**src/rtl/axi_rr_sequencer.sv**
```systemverilog
// Round-robin sequencer: funnels single-word read/write commands from NumReq
// requesters onto one AXI4 master port, one single-beat transaction at a time.
package axi_rr_sequencer_pkg;
    localparam int unsigned AxiAddrWidth = 48;
    localparam int unsigned AxiDataWidth = 64;
    localparam int unsigned AxiIdWidth   = 4;
    localparam int unsigned AxiUserWidth = 1;

    typedef struct packed {
        logic [AxiIdWidth-1:0]   id;
        logic [AxiAddrWidth-1:0] addr;
        logic [7:0]              len;
        logic [2:0]              size;
        logic [1:0]              burst;
        logic                    lock;
        logic [3:0]              cache;
        logic [2:0]              prot;
        logic [3:0]              qos;
        logic [3:0]              region;
        logic [5:0]              atop;
        logic [AxiUserWidth-1:0] user;
    } aw_chan_t;

    typedef struct packed {
        logic [AxiDataWidth-1:0]   data;
        logic [AxiDataWidth/8-1:0] strb;
        logic                      last;
        logic [AxiUserWidth-1:0]   user;
    } w_chan_t;

    typedef struct packed {
        logic [AxiIdWidth-1:0]   id;
        logic [1:0]              resp;
        logic [AxiUserWidth-1:0] user;
    } b_chan_t;

    typedef struct packed {
        logic [AxiIdWidth-1:0]   id;
        logic [AxiAddrWidth-1:0] addr;
        logic [7:0]              len;
        logic [2:0]              size;
        logic [1:0]              burst;
        logic                    lock;
        logic [3:0]              cache;
        logic [2:0]              prot;
        logic [3:0]              qos;
        logic [3:0]              region;
        logic [AxiUserWidth-1:0] user;
    } ar_chan_t;

    typedef struct packed {
        logic [AxiIdWidth-1:0]   id;
        logic [AxiDataWidth-1:0] data;
        logic [1:0]              resp;
        logic                    last;
        logic [AxiUserWidth-1:0] user;
    } r_chan_t;

    typedef struct packed {
        aw_chan_t aw;
        logic     aw_valid;
        w_chan_t  w;
        logic     w_valid;
        logic     b_ready;
        ar_chan_t ar;
        logic     ar_valid;
        logic     r_ready;
    } req_t;

    typedef struct packed {
        logic     aw_ready;
        logic     ar_ready;
        logic     w_ready;
        logic     b_valid;
        b_chan_t  b;
        logic     r_valid;
        r_chan_t  r;
    } resp_t;
endpackage

// state        | meaning
// IDLE         | arbitrate, grant and latch one command
// WR_ADDR_DATA | AW and W outstanding, each drops after its own handshake
// WR_RESP      | waiting for B
// RD_ADDR      | AR outstanding
// RD_DATA      | waiting for R
// RESP         | one-cycle completion pulse to the granted requester
module axi_rr_sequencer #(
    parameter int unsigned NumReq    = 2,
    parameter int unsigned AddrWidth = 48,
    parameter int unsigned DataWidth = 64,
    parameter int unsigned IdWidth   = 4,
    parameter type req_t  = axi_rr_sequencer_pkg::req_t,
    parameter type resp_t = axi_rr_sequencer_pkg::resp_t
) (
    input  logic                            clk_i,
    input  logic                            rst_i,
    input  logic [NumReq-1:0]               req_valid_i,
    output logic [NumReq-1:0]               req_ready_o,
    input  logic [NumReq-1:0]               req_we_i,
    input  logic [NumReq*AddrWidth-1:0]     req_addr_i,
    input  logic [NumReq*DataWidth-1:0]     req_wdata_i,
    input  logic [NumReq*DataWidth/8-1:0]   req_strb_i,
    output logic [NumReq-1:0]               rsp_valid_o,
    output logic [DataWidth-1:0]            rsp_rdata_o,
    output logic                            rsp_err_o,
    output req_t                            axi_req_o,
    input  resp_t                           axi_rsp_i
);
    localparam int unsigned IdxWidth  = $clog2(NumReq);
    localparam int unsigned StrbWidth = DataWidth / 8;
    localparam logic [2:0]  AxiSize   = 3'($clog2(StrbWidth));

    typedef enum logic [2:0] {
        IDLE, WR_ADDR_DATA, WR_RESP, RD_ADDR, RD_DATA, RESP
    } state_e;

    state_e                 state_q;
    logic [IdxWidth-1:0]    ptr_q;
    logic [IdxWidth-1:0]    idx_q;
    logic                   gnt_valid;
    logic [IdxWidth-1:0]    gnt_idx;
    logic [IdxWidth-1:0]    ptr_next;
    int                     cand;
    logic                   sel_we;
    logic [AddrWidth-1:0]   sel_addr;
    logic [DataWidth-1:0]   sel_wdata;
    logic [StrbWidth-1:0]   sel_strb;
    logic                   wr_done;
    logic                   unused_rsp;

    // Search starts at the pointer so the last winner has lowest priority.
    always_comb begin
        gnt_valid = 1'b0;
        gnt_idx   = '0;
        cand      = 0;
        if (state_q == IDLE && !rst_i) begin
            for (int i = 0; i < int'(NumReq); i++) begin
                cand = (int'(ptr_q) + i) % int'(NumReq);
                if (!gnt_valid && req_valid_i[cand]) begin
                    gnt_valid = 1'b1;
                    gnt_idx   = IdxWidth'(cand);
                end
            end
        end
    end

    always_comb begin
        sel_we    = 1'b0;
        sel_addr  = '0;
        sel_wdata = '0;
        sel_strb  = '0;
        for (int k = 0; k < int'(NumReq); k++) begin
            if (IdxWidth'(k) == gnt_idx) begin
                sel_we    = req_we_i[k];
                sel_addr  = req_addr_i[k*AddrWidth +: AddrWidth];
                sel_wdata = req_wdata_i[k*DataWidth +: DataWidth];
                sel_strb  = req_strb_i[k*StrbWidth +: StrbWidth];
            end
        end
    end

    always_comb begin
        req_ready_o = '0;
        if (gnt_valid) req_ready_o[gnt_idx] = 1'b1;
    end

    assign ptr_next = (gnt_idx == IdxWidth'(NumReq - 1)) ? '0 : gnt_idx + 1'b1;
    // A valid that is already low counts as a completed handshake.
    assign wr_done  = (!axi_req_o.aw_valid || axi_rsp_i.aw_ready) &&
                      (!axi_req_o.w_valid  || axi_rsp_i.w_ready);
    assign unused_rsp = ^axi_rsp_i;

    always_ff @(posedge clk_i) begin
        if (rst_i) begin
            state_q     <= IDLE;
            ptr_q       <= '0;
            idx_q       <= '0;
            axi_req_o   <= '0;
            rsp_valid_o <= '0;
            rsp_rdata_o <= '0;
            rsp_err_o   <= 1'b0;
        end else begin
            rsp_valid_o <= '0;
            case (state_q)
                IDLE: begin
                    if (gnt_valid) begin
                        idx_q <= gnt_idx;
                        ptr_q <= ptr_next;
                        if (sel_we) begin
                            axi_req_o.aw.id    <= IdWidth'(gnt_idx);
                            axi_req_o.aw.addr  <= sel_addr;
                            axi_req_o.aw.len   <= 8'd0;
                            axi_req_o.aw.size  <= AxiSize;
                            axi_req_o.aw.burst <= 2'b01;
                            axi_req_o.w.data   <= sel_wdata;
                            axi_req_o.w.strb   <= sel_strb;
                            axi_req_o.w.last   <= 1'b1;
                            axi_req_o.aw_valid <= 1'b1;
                            axi_req_o.w_valid  <= 1'b1;
                            state_q            <= WR_ADDR_DATA;
                        end else begin
                            axi_req_o.ar.id    <= IdWidth'(gnt_idx);
                            axi_req_o.ar.addr  <= sel_addr;
                            axi_req_o.ar.len   <= 8'd0;
                            axi_req_o.ar.size  <= AxiSize;
                            axi_req_o.ar.burst <= 2'b01;
                            axi_req_o.ar_valid <= 1'b1;
                            state_q            <= RD_ADDR;
                        end
                    end
                end
                WR_ADDR_DATA: begin
                    if (axi_rsp_i.aw_ready) axi_req_o.aw_valid <= 1'b0;
                    if (axi_rsp_i.w_ready)  axi_req_o.w_valid  <= 1'b0;
                    if (wr_done) begin
                        axi_req_o.b_ready <= 1'b1;
                        state_q           <= WR_RESP;
                    end
                end
                WR_RESP: begin
                    if (axi_rsp_i.b_valid) begin
                        axi_req_o.b_ready <= 1'b0;
                        rsp_valid_o       <= NumReq'(1) << idx_q;
                        rsp_rdata_o       <= '0;
                        rsp_err_o         <= axi_rsp_i.b.resp[1];
                        state_q           <= RESP;
                    end
                end
                RD_ADDR: begin
                    if (axi_rsp_i.ar_ready) begin
                        axi_req_o.ar_valid <= 1'b0;
                        axi_req_o.r_ready  <= 1'b1;
                        state_q            <= RD_DATA;
                    end
                end
                RD_DATA: begin
                    if (axi_rsp_i.r_valid) begin
                        axi_req_o.r_ready <= 1'b0;
                        rsp_valid_o       <= NumReq'(1) << idx_q;
                        rsp_rdata_o       <= axi_rsp_i.r.data;
                        rsp_err_o         <= axi_rsp_i.r.resp[1];
                        state_q           <= RESP;
                    end
                end
                RESP: state_q <= IDLE;
                default: state_q <= IDLE;
            endcase
        end
    end

    // Response IDs are not used functionally; flag a mismatch in simulation.
    assert property (@(posedge clk_i) disable iff (rst_i)
        (axi_req_o.b_ready && axi_rsp_i.b_valid) |-> axi_rsp_i.b.id == IdWidth'(idx_q));
    assert property (@(posedge clk_i) disable iff (rst_i)
        (axi_req_o.r_ready && axi_rsp_i.r_valid) |-> axi_rsp_i.r.id == IdWidth'(idx_q));

endmodule

```
**config.mk**
```make
export PLATFORM = sky130hd
export DESIGN_NAME = axi_rr_sequencer
export DESIGN_NICKNAME = d
export VERILOG_FILES = /design/src/rtl/axi_rr_sequencer.sv
export SDC_FILE = /design/constraint.sdc
export NUM_CORES = 1
export LEC_CHECK = 0
export ABC_AREA = 1
export CORE_AREA = 2 2 252 254
export DETAILED_ROUTE_END_ITERATION = 7
export DIE_AREA = 0 0 254 256
export PLACE_DENSITY = 0.51
export SYNTH_ARGS = -nofsm -noshare
export SYNTH_HDL_FRONTEND = slang
export SYNTH_SLANG_ARGS = --single-unit
export TNS_END_PERCENT = 50
```
**constraint.sdc**
```tcl
create_clock -name clk_i -period 3.35 [get_ports clk_i]
set_input_delay 0.335 -clock clk_i [delete_from_list [all_inputs] [get_ports clk_i]]
set_output_delay 0.335 -clock clk_i [all_outputs]
set_load 0.01 [all_outputs]
```
## Word level (Yosys, flattened, before mapping)

Index checks and enable logic that the tools add are counted.
Widths: inputs -> output; s select.

| storage, ports and cells | value |
|---|---|
| logic and storage cells | 122 |
| bits of input ports | 330 |
| register bits | 251 |
| output and inout port bits | 318 |

| cells by class | value |
|---|---|
| $add $sub $neg | 2 |
| multiplexer cells | 53 |
| shift operators | 1 |
| eq/ne operators | 13 |
| $lt $le $gt $ge | 4 |
| reductions and logical operators | 26 |
| bitwise operators | 2 |

Operators with widths:

| cell | number |
|---|---|
| $mux 64 | 3 |
| $mux 74 | 2 |
| $pmux 64 s2 | 1 |
| $mux 48 | 1 |
| $mux 1 | 26 |
| $ne 2x2->1 const B | 9 |
| $mux 3 | 5 |
| $pmux 3 s5 | 1 |
| $reduce_and 3->1 | 5 |
| $pmux 1 s2 | 6 |
| $reduce_and 4->1 | 3 |
| $mux 2 | 5 |
| $reduce_bool 2->1 | 5 |
| $mux 8 | 1 |
| $eq 3x2->1 const B | 2 |
| $reduce_and 5->1 | 1 |
| $logic_and 1x1->1 | 4 |
| $logic_not 1->1 | 4 |
| $lt 1x2->1 const B | 2 |
| $pmux 2 s2 | 1 |
| $eq 3x1->1 const B | 1 |
| $eq 3x3->1 const B | 1 |
| $logic_not 3->1 | 1 |
| $lt 2x3->1 const B | 1 |
| other kinds (8) | 10 |

## Longest topological paths before layout

| depth | value |
|---|---|
| depth after elaboration | 13 |
| mapped depth | 11 |
| depth with buffers taken out | 10 |

## Worst setup path before layout

OpenSTA, ideal clock, no wires.

| timing path | value |
|---|---|
| kind | register -> register |
| start point | reg state_q[2] |
| end point | reg axi_req_o[152] in the netlist's numbering |
| buffers on the path | 4 |
| setup slack | 1624 ps |
| arrival time | 1613 ps |
| stages on the path, launching flop included | 11 |
| library setup time | 113 ps |
| data required time | 3237 ps |
| clock period less this slack | 1726 ps |
| cells stage by stage | dfxtp_1 buf_2 inv_1 nand3_2 a21oi_2 nand3_1 buf_2 buf_4 buf_4 nor2_1 nor2_1 |

| on the way | value |
|---|---|
| longest elaborated chain between the ends | 5 |
| elaborated cells between the ends (all ways) | 7 |
| classes of those cells | 4 x mux; 3 x reduce/logical |

RTL lines:

| item | RTL line | source |
|---|---|---|
| from (decl) | 118 | `state_e state_q;` |
| from (signal assigned) | 176 | `state_q <= IDLE;` |
| from (signal assigned) | 201 | `state_q <= WR_ADDR_DATA;` |
| from (signal assigned) | 209 | `state_q <= RD_ADDR;` |
| $logic_not 3->1 (*) | 137, 185 |  |
| $logic_and 1x1->1 | 137 | `if (state_q == IDLE && !rst_i) begin` |
| $mux 1 | 137 |  |
| $mux 1 | 154 | `if (IdxWidth'(k) == gnt_idx) begin` |
| $reduce_and 3->1 (no line) | - |  |
| to (decl) | 107 | `output req_t axi_req_o,` |

Every way passes the cells marked *; elsewhere a longest branch is shown, timed or not.
A chain may end at the register's enable or synchronous reset.

## Final worst setup path

| timing path | value |
|---|---|
| start point | reg state_q[0] |
| end point | out req_ready_o[1] |

| on the way | value |
|---|---|
| longest elaborated chain between the ends | 8 |
| elaborated cells between the ends (all ways) | 10 |
| classes of those cells | 2 x order compare; 5 x mux; 3 x reduce/logical |

RTL lines:

| item | RTL line | source |
|---|---|---|
| $logic_not 3->1 (*) | 137 |  |
| $logic_and 1x1->1 (*) | 137 |  |
| $mux 1 | 137 |  |
| $lt 1x2->1 (implied by the code) or $ge 1x1->1 (tied branches) | 165 | `if (gnt_valid) req_ready_o[gnt_idx] = 1'b1;` |
| $logic_and 1x1->1 (implied by the code) | 165 |  |
| $mux 1 (implied by the code) | 165 |  |
| $demux 1 s1 | 165 |  |
| $mux 2 (*) | 165 |  |
| to (decl) | 99 | `output logic [NumReq-1:0] req_ready_o,` |

Marked as above.

==> results.json <==
{
  "outcome": "complete, no violations",
  "p_per_area_nw_per_um2": 586,
  "endpoint_kind": "primary output",
  "worst_clock_skew_ns": 0.0246,
  "gp_congestion": 0.824,
  "placement_rows": 92,
  "yosysTopAreaCellShare_pct": 39.4,
  "cts.path.max_buffers": 3,
  "timing.critical_path.mode_cell": "nor2_4",
  "pwr-share-seq_pct": 31.2,
  "post_cts.repair.setup_buffers": 0,
  "ff2ff_setup_slack_ns": 0.75,
  "crit_required_ns": 3.01,
  "max_slew_margin_pct": 22.0,
  "chipHeight_um": 256,
  "setup-violations-final": 0,
  "part_of_the_power_in_combinational_logic_pct": 36.3,
  "antenna_violating_nets_post_route": 0,
  "cts_h_tree_lvls": 2,
  "synth_sequential_area_ratio_pct": 39.4,
  "static-leakage-power_nw": 9.09,
  "post-dp-hpwl_um": 36500,
  "grt_start_max_net_pins": 96,
  "cts_hold_buf": 0,
  "synth_fa_ha_area_share_pct": 0,
  "io_buffers": 567,
  "hold_viol_final": 0,
  "kind_of_critical_path": "flop to primary output",
  "timing.hold.worst.start": "rst_i",
  "cts_made_buffers": 34,
  "worst_r2r_path_depth": 9,
  "post_synth_main_area_contributors": "dfxtp_1 39%, nand2_1 23%, inv_1 8.9%",
  "finalInstanceArea_sq_um": 20000,
  "ys_types": 23,
  "pins_over_their_slew_limit": 0,
  "via_count_of_the_first_global_routing_pass": 13000,
  "power_switching_share_pct": 35.7,
  "worst_setup_hold_path_clk_slew_ns": 0.06,
  "yosysWarningCount": 0,
  "insertion_delay_ns": 0.53,
  "synthesized_flop_and_latch_total": 249,
  "internal_power_mw": 7.53,
  "fin_tns_setup_ns": 0,
  "detailedRoute.firstPassIterationCount": 5,
  "nets": 2881,
  "routed_via_density": 3.96,
  "crit_path_top_delay_cell": "clkdlybuf4s50_1",
  "die_width_um": 254,
  "floorplan.initialDensity_pct": 20.3,
  "final_cycle_utilization_of_the_critical_path_pct": 93.8,
  "synth_simple_gate_area_share_pct": 37.4,
  "syn_area_sq_um": 12600,
  "clock.fmax_ghz": 0.318,
  "synth_compound_area_share_pct": 5.67,
  "worst_ir_drop_vdd_v": 0.000384,
  "timing.critical_path.arrival_ns": 2.81,
  "globalRouteTotalUtil_pct": 14.6,
  "initialDrtViolationCount": 574,
  "netlist_top_cells_count": "758 x nand2_1, 299 x inv_1, 280 x nor2_1",
  "critical_path.max_stage_delay_ns": 0.62,
  "timing.critical_path.cells": "nor2_4 > nand3_2 > nor2_4 > buf_4 > clkdlybuf4s50_1",
  "antenna_found_initial": 7,
  "max-cap-violations": 0,
  "pwr-share-clk_pct": 32.5,
  "min_delay_path_depth": 2,
  "yosys.cell_count.top_type": "nand2_1",
  "floorplan.die_area_sq_um": 65000,
  "placed_cells_incl_taps": 3361,
  "clock_sinks": 249,
  "pin_count": 648,
  "postRouteWirelength_um": 49700,
  "synth_edf_count": 0,
  "grt_first_pass_wirelength_um": 74300,
  "post_cts_resized": 0,
  "synth_mux_area_share_pct": 0,
  "dr_total_vias": 13600,
  "placed_area_sq_um": 18800,
  "tritoncts": "built",
  "clock_root_buffer": "clkbuf_16",
  "rr_endpoint": "axi_req_o[74]",
  "netSwitchingPower_mw": 4.18,
  "core_region_area_sq_um": 62400,
  "post_drt_wl_per_cell_um": 14.5,
  "fraction_of_final_layout_cells_with_drive_strength_greater_than_1_pct": 3.61,
  "synth_xor_xnor_area_share_pct": 0,
  "flow.area_growth_from_synthesis_pct": 58.1,
  "tightestPinTransition_ns": 1.17,
  "whs_endpoint": "axi_req_o[87]",
  "highest_fanout_seen_on_the_critical_path": 40,
  "synthesis.instances": 2059,
  "postSynth.asyncResetShare_pct": 0,
  "min_path_type": "input port to flop",
  "grt_overflow_total": 0,
  "synth_flop_cell": "dfxtp_1",
  "r2r_start": "state_q[0]",
  "crit_path_start_kind": "flop",
  "yosys_top_cell_by_area": "dfxtp_1",
  "rsz_0062_raised_after_global_routing": "false",
  "fin_crit_ns": 3.14,
  "dominant_combinational_cell_family_by_area_after_synthesis": "simple AND/OR/NAND/NOR gates",
  "layoutNonFillerInstCount": 3422,
  "remaining_drc_errors": 0,
  "postSynthAreaPerCell_sq_um": 6.14
}
## state kept, by name, summed over array words and instances (netlist names)
signal       count
axi_req_o      177
state_q          3
rsp_rdata_o     64
rsp_err_o        1
ptr_q            1
idx_q            1
rsp_valid_o      2
## layout by cell type, fill, tap and decap left out, drive strengths merged, types with 3 or more instances in the layout
| master | netlist | final |
|---|---|---|
| a21oi | 76 | 76 |
| buf | 123 | 25 |
| bufinv | 0 | 4 |
| clkbuf | 78 | 48 |
| clkdlybuf4s50 | 0 | 566 |
| clkinv | 1 | 4 |
| clkinvlp | 0 | 3 |
| conb | 1 | 67 |
| dfxtp | 249 | 249 |
| inv | 299 | 301 |
| nand2 | 758 | 758 |
| nand3 | 77 | 77 |
| nand4 | 64 | 64 |
| nor2 | 282 | 282 |
| nor3 | 3 | 3 |
| o21ai | 8 | 8 |
| o21bai | 37 | 37 |
## cells by family after synthesis
group / Yosys count
AND/OR/NAND/NOR: 1185
flip-flops: 249
other: 1
buffers and inverters: 501
AO/OA/AOI/OAI: 123
## worst max path at each step
stage	start	end	slack, ns
after detailed placement	rst_i	axi_req_o[57]	0.49
after CTS	state_q[0]	req_ready_o[1]	0.10
after floorplan	state_q[2]	axi_req_o[152]	1.62
final	state_q[0]	req_ready_o[1]	0.21
after global placement	rst_i	axi_req_o[57]	0.53
after global routing	state_q[0]	req_ready_o[1]	0.005
## power groups by stage
| stage | clock network [mW] | logic [mW] | registers, mW |
|---|---|---|---|
| global route | 4.09 | 4.74 | 3.71 |
| detailed placement | 0 | 4.30 | 3.72 |
| floorplan | 0 | 2.20 | 3.89 |
| finish | 3.80 | 4.25 | 3.66 |
| global placement | 0 | 4.28 | 3.70 |
| CTS | 3.98 | 4.33 | 3.66 |
## per-stage QoR
step / setup slack [ns] / hold WS, ns / util, % / power, mW
after CTS: 0.103 / 0.116 / 32.0 / 12.0
after global placement: 0.530 / 0.413 / 30.2 / 7.98
after global routing: 0.00476 / 0.145 / 32.0 / 12.5
after detailed placement: 0.489 / 0.431 / 30.2 / 8.02
final: 0.209 / 0.149 / 32.0 / 11.7
after floorplan: 1.62 / 0.401 / - / 6.09
## final cells by class
class / count / area, sq um
Fill cell: 6827 / 42400
Clock inverter: 12 / 171
Multi-Input combinational cell: 1375 / 5750
Inverter: 300 / 1130
Timing Repair Buffer: 591 / 5890
Tap cell: 846 / 1060
Antenna cell: 1 / 2.50
Sequential cell: 249 / 4990
Clock buffer: 48 / 995
## metal layers
layer,vias up,share of wire [%],global-route usage [%],routed length (um)
met5,-,0.16,0,78
met1,6107,41,16.8,20200
met3,68,8.7,5.22,4310
met4,12,2.3,4.18,1120
li1,6975,-,-,-
met2,394,48,25.2,23900
## critical path, delay by kind of cell, from the launching register on
family	cells	cell delay, ns
DFF	1	0.36
and+or+nand+nor	3	0.83
buffers and inverters	2	1.04
Note: power is estimated with default switching activity, not from simulation.
